===== src/rtl/regfile_wb_pkg.sv =====
// Shared types and default sizes for the register-file write-back queue.
package regfile_wb_pkg;

    localparam int WB_DATA_W = 32;
    localparam int WB_ADDR_W = 5;
    localparam int WB_DEPTH  = 4;

    localparam logic [WB_ADDR_W-1:0] REG_ZERO = '0;

    typedef struct packed {
        logic [WB_ADDR_W-1:0] addr;
        logic [WB_DATA_W-1:0] data;
    } wb_entry_t;

endpackage


===== src/rtl/wb_match_unit.sv =====
// Associative lookup of one read address against the pending write-back entries;
// the youngest matching occupied entry supplies the data.
module wb_match_unit #(
    parameter int DATA_W = 32,
    parameter int ADDR_W = 5,
    parameter int DEPTH  = 4,
    parameter int PTR_W  = $clog2(DEPTH)
) (
    input  logic [DEPTH-1:0][ADDR_W-1:0] i_addr,
    input  logic [DEPTH-1:0][DATA_W-1:0] i_data,
    input  logic [DEPTH-1:0]             i_occ,
    input  logic [PTR_W-1:0]             i_head,
    input  logic [ADDR_W-1:0]            i_query,
    output logic                         o_hit,
    output logic [DATA_W-1:0]            o_data
);

    logic [PTR_W-1:0] w_idx;

    // Walk from head (oldest) toward tail; later hits overwrite, so the youngest wins.
    always_comb begin
        o_hit  = 1'b0;
        o_data = '0;
        w_idx  = '0;
        for (int k = 0; k < DEPTH; k++) begin
            w_idx = i_head + PTR_W'(k);
            if (i_occ[w_idx] && (i_addr[w_idx] == i_query) && (i_query != '0)) begin
                o_hit  = 1'b1;
                o_data = i_data[w_idx];
            end
        end
    end

endmodule


===== src/rtl/regfile_writeback_queue.sv =====
// In-order write-back FIFO feeding the 32x32 register file, with RAW hazard flags.
// Define WB_BYPASS_EN to expose forwarded data (BypA_data/BypB_data) for pending writes.
module regfile_writeback_queue
    import regfile_wb_pkg::*;
#(
    parameter int DATA_W = WB_DATA_W,
    parameter int ADDR_W = WB_ADDR_W,
    parameter int DEPTH  = WB_DEPTH
) (
    input  logic                    clk,
    input  logic                    Reset,
    input  logic                    in_valid,
    output logic                    in_ready,
    input  logic [ADDR_W-1:0]       in_addr,
    input  logic [DATA_W-1:0]       in_data,
    input  logic                    flush,
    input  logic                    wb_hold,
    output logic [DATA_W-1:0]       DataIn,
    output logic [ADDR_W-1:0]       WrtAddress,
    output logic                    Wenable,
    input  logic [ADDR_W-1:0]       RdAddress1,
    input  logic [ADDR_W-1:0]       RdAddress2,
    output logic                    HazardA,
    output logic                    HazardB,
    output logic [$clog2(DEPTH):0]  count
`ifdef WB_BYPASS_EN
    ,
    output logic [DATA_W-1:0]       BypA_data,
    output logic [DATA_W-1:0]       BypB_data
`endif
);

    localparam int PTR_W = $clog2(DEPTH);
    localparam int CNT_W = PTR_W + 1;

    // Entry fields are sized by the package; DATA_W/ADDR_W are expected to match it.
    wb_entry_t                   r_mem [DEPTH];
    logic [PTR_W-1:0]            r_rd_ptr;
    logic [PTR_W-1:0]            r_wr_ptr;
    logic [CNT_W-1:0]            r_count;

    logic                        w_push;
    logic                        w_wr;
    logic                        w_pop;
    logic                        w_nonempty;
    logic [DEPTH-1:0]            w_occ;
    logic [DEPTH-1:0][ADDR_W-1:0] w_addrs;
    logic [DEPTH-1:0][DATA_W-1:0] w_datas;
    logic [DATA_W-1:0]           w_byp_a;
    logic [DATA_W-1:0]           w_byp_b;

    assign w_nonempty = (r_count != '0);
    assign in_ready   = (r_count != CNT_W'(DEPTH)) & ~flush;
    assign w_push     = in_valid & in_ready;
    assign w_wr       = w_push & (in_addr != REG_ZERO);
    assign w_pop      = w_nonempty & ~wb_hold & ~flush;

    assign Wenable    = w_pop;
    assign count      = r_count;
    assign DataIn     = w_nonempty ? r_mem[r_rd_ptr].data : '0;
    assign WrtAddress = w_nonempty ? r_mem[r_rd_ptr].addr : '0;

    always_ff @(posedge clk or negedge Reset) begin
        if (!Reset) begin
            r_rd_ptr <= '0;
            r_wr_ptr <= '0;
            r_count  <= '0;
        end else if (flush) begin
            r_rd_ptr <= '0;
            r_wr_ptr <= '0;
            r_count  <= '0;
        end else begin
            if (w_wr)  r_wr_ptr <= r_wr_ptr + PTR_W'(1);
            if (w_pop) r_rd_ptr <= r_rd_ptr + PTR_W'(1);
            case ({w_wr, w_pop})
                2'b10:   r_count <= r_count + CNT_W'(1);
                2'b01:   r_count <= r_count - CNT_W'(1);
                default: r_count <= r_count;
            endcase
        end
    end

    // Payload storage needs no reset: occupancy masks stale slots.
    always_ff @(posedge clk) begin
        if (w_wr) r_mem[r_wr_ptr] <= '{addr: in_addr, data: in_data};
    end

    for (genvar i = 0; i < DEPTH; i++) begin : g_ent
        logic [PTR_W-1:0] w_age;
        assign w_age      = PTR_W'(i) - r_rd_ptr;
        assign w_occ[i]   = CNT_W'(w_age) < r_count;
        assign w_addrs[i] = r_mem[i].addr;
        assign w_datas[i] = r_mem[i].data;
    end

    wb_match_unit #(.DATA_W(DATA_W), .ADDR_W(ADDR_W), .DEPTH(DEPTH), .PTR_W(PTR_W)) u_match_a (
        .i_addr  (w_addrs),
        .i_data  (w_datas),
        .i_occ   (w_occ),
        .i_head  (r_rd_ptr),
        .i_query (RdAddress1),
        .o_hit   (HazardA),
        .o_data  (w_byp_a)
    );

    wb_match_unit #(.DATA_W(DATA_W), .ADDR_W(ADDR_W), .DEPTH(DEPTH), .PTR_W(PTR_W)) u_match_b (
        .i_addr  (w_addrs),
        .i_data  (w_datas),
        .i_occ   (w_occ),
        .i_head  (r_rd_ptr),
        .i_query (RdAddress2),
        .o_hit   (HazardB),
        .o_data  (w_byp_b)
    );

`ifdef WB_BYPASS_EN
    assign BypA_data = w_byp_a;
    assign BypB_data = w_byp_b;
`else
    logic w_unused_byp;
    assign w_unused_byp = ^{w_byp_a, w_byp_b};
`endif

endmodule


===== config.mk =====
export PLATFORM = sky130hd
export DESIGN_NAME = regfile_writeback_queue
export DESIGN_NICKNAME = d
export VERILOG_FILES = /design/src/rtl/regfile_wb_pkg.sv /design/src/rtl/wb_match_unit.sv /design/src/rtl/regfile_writeback_queue.sv
export SDC_FILE = /design/constraint.sdc
export NUM_CORES = 1
export LEC_CHECK = 0
export BUFFER_PORTS_ARGS = -buffer_cell sky130_fd_sc_hd__clkbuf_2
export CORE_MARGIN = 2
export CORE_UTILIZATION = 60
export CTS_BUF_LIST = sky130_fd_sc_hd__clkbuf_4
export CTS_CLUSTER_SIZE = 14
export DETAILED_ROUTE_END_ITERATION = 16
export PLACE_DENSITY_LB_ADDON = 0.05
export SYNTH_ARGS = -nofsm -noshare
export SYNTH_HDL_FRONTEND = slang
export SYNTH_HIERARCHICAL = 1
export SYNTH_SLANG_ARGS = --single-unit

===== constraint.sdc =====
create_clock -name clk -period 4.8 [get_ports clk]
set_clock_uncertainty 0.2 [all_clocks]
set_input_delay 0.24 -clock clk [delete_from_list [all_inputs] [get_ports clk]]
set_output_delay 0.24 -clock clk [all_outputs]
set_load 0.01 [all_outputs]

==> impl_metrics.json <==
{
  "drive_gt1_frac": 0.353,
  "power.density_nw_per_um2": 441,
  "final_nets": 685,
  "max_freq_mhz": 243,
  "core_area_um2": 13800,
  "syn-num-nets": 576,
  "cts_num_sinks": 155,
  "post-place-cells": 742,
  "end_kind": "output pin",
  "finalHoldViolCount": 0,
  "crit_chain": "xor2_1 -> inv_1 -> ha_1 -> a21oi_1 -> or2_2 -> mux4_2 -> and3_1 -> o2111ai_1 -> or3b_1 -> clkbuf_2",
  "postRouteAntennaNets": 0,
  "hold_slack_ns": 0.252,
  "hold_class": "primary input to flip-flop",
  "stdcell_count": 818,
  "clkTransAtPathRegs_ns": 0.14,
  "synth_warnings": 6,
  "synth_area_per_cell_um2": 16.4,
  "cts_tree": "done",
  "antenna_found_initial": 1,
  "die-area_um2": 15000,
  "drt_iter0_markers": 321,
  "p_leak_nw": 3.16,
  "grt_max_degree": 42,
  "drc": 0,
  "preCtsSetupSlack_ns": 1.26,
  "clock_latency_ns": 0.54,
  "rsz0062_at_grt": "no",
  "layout_common_cells": "edfxtp_1 (148), clkbuf_2 (95), mux4_2 (61)",
  "htree_num_levels": 4,
  "grt_pass1_vias": 5120,
  "layout_setup_ws_ns": 0.687,
  "slew_viol_final": 0,
  "clockRootBuffer": "clkbuf_4",
  "syn2layout_area_growth_pct": 12.8,
  "num_rows": 43,
  "tns_ns": 0,
  "first_pass_iters": 4,
  "critPathKind": "flip-flop to output pin",
  "min_period_ns": 4.11,
  "cpPeakStageDelay_ns": 0.87,
  "final_common_cell": "edfxtp_1",
  "worstPathArrival_ns": 3.67,
  "grtUsageTotal": 0.243,
  "route.vias.total": 4802,
  "routabilityCongestion": 0.889,
  "io_pins": 96,
  "via_per_inst": 5.87,
  "die_w_um": 123,
  "path_buf_inv": 2,
  "wl_per_cell_um": 20.6,
  "routed_wl_um": 16800,
  "die_y_um": 123,
  "final_util": 0.689,
  "clk_path_buf_depth": 2,
  "tightest_slew_ns": 1.07,
  "cts-resized-gates": 0,
  "cp_slowest_cell": "dfrtp_4",
  "slew_headroom": 0.290,
  "crit_required_ns": 4.36,
  "start_util": 0.611,
  "max_cap_violations": 0,
  "syn-cell-area_um2": 8440,
  "cts_made_buffers": 17,
  "overflow": 0,
  "dp_hpwl_um": 10600,
  "cp_top_family": "simple AND/OR/NAND/NOR gates",
  "post-cts-setup-buffers": 0,
  "synthCells": 515,
  "status": "completed",
  "numPortBuffers": 95,
  "peakVddDrop_uv": 386,
  "start_kind": "flip-flop",
  "grt_pass1_wl_um": 26800,
  "setup_viol_count_final": 0,
  "min_period_over_period": 0.857,
  "worst-path-max-fanout": 41
}
-- timing repair --
| item | in CTS | in global routing |
|---|---|---|
| hold buffers | 43 | 0 |
| hold endpoints to repair | 162 | 0 |
| endpoints found under the setup margin | 0 | 0 |
-- state kept, by name, indices dropped and copies added (netlist names) --
| name | flops |
|---|---|
| count | 3 |
| r_rd_ptr | 2 |
| r_mem | 148 |
| r_wr_ptr | 2 |
-- stage by stage --
step	total power [mW]	instance area (um^2)
6_report	4.20	9530
5_1_grt	4.45	9530
4_1_cts	4.25	9520
3_5_place_dp	3.36	8770
3_3_place_gp	3.34	8770
2_1_floorplan	2.94	8440
-- final cells by class --
type / instances / area (um^2)
well taps: 180 / 225
clock inverters: 15 / 195
fillers: 907 / 4300
diodes: 1 / 2.50
clock buffers: 17 / 128
flip-flops and latches: 155 / 4630
repair buffers: 143 / 943
multi-input cells: 298 / 3370
inverters: 9 / 33.8
-- per-layer routing --
| layer | vias up | part of all wire | global-route usage | wire, um |
|---|---|---|---|---|
| li1 | 2217 | - | - | - |
| met1 | 2444 | 0.40 | 0.303 | 6740 |
| met2 | 127 | 0.53 | 0.415 | 8970 |
| met3 | 14 | 0.052 | 0.0576 | 876 |
| met4 | 0 | 0.014 | 0.0876 | 242 |
| met5 | - | 0 | 0 | 0 |
-- where the power goes --
| group | internal (mW) | switching, mW | total, mW |
|---|---|---|---|
| logic | 0.774 | 0.868 | 1.64 |
| registers | 1.59 | 0.119 | 1.71 |
| clock network | 0.341 | 0.508 | 0.849 |
| total | 2.71 | 1.50 | 4.20 |
-- path summary, 6_finish.rpt --
| kind | startpoint | to | slack [ns] | cells past startpoint |
|---|---|---|---|---|
| max | r_rd_ptr[1]$_DFFE_PN0P_ | HazardA | 0.69 | 10 |
| min | in_data[7] | r_mem[1][7]$_DFFE_PP_ | 0.25 | 2 |
| max reg2reg | count[2]$_DFFE_PN0P_ | count[2]$_DFFE_PN0P_ | 1.58 | 7 |
| min reg2reg | r_wr_ptr[0]$_DFFE_PN0P_ | r_wr_ptr[0]$_DFFE_PN0P_ | 0.43 | 1 |
| max in group asynchronous | Reset | r_rd_ptr[1]$_DFFE_PN0P_ | 3.67 | 3 |
| min in group asynchronous | Reset | r_rd_ptr[0]$_DFFE_PN0P_ | 0.44 | 3 |
Power figures use the tool's default switching activity.
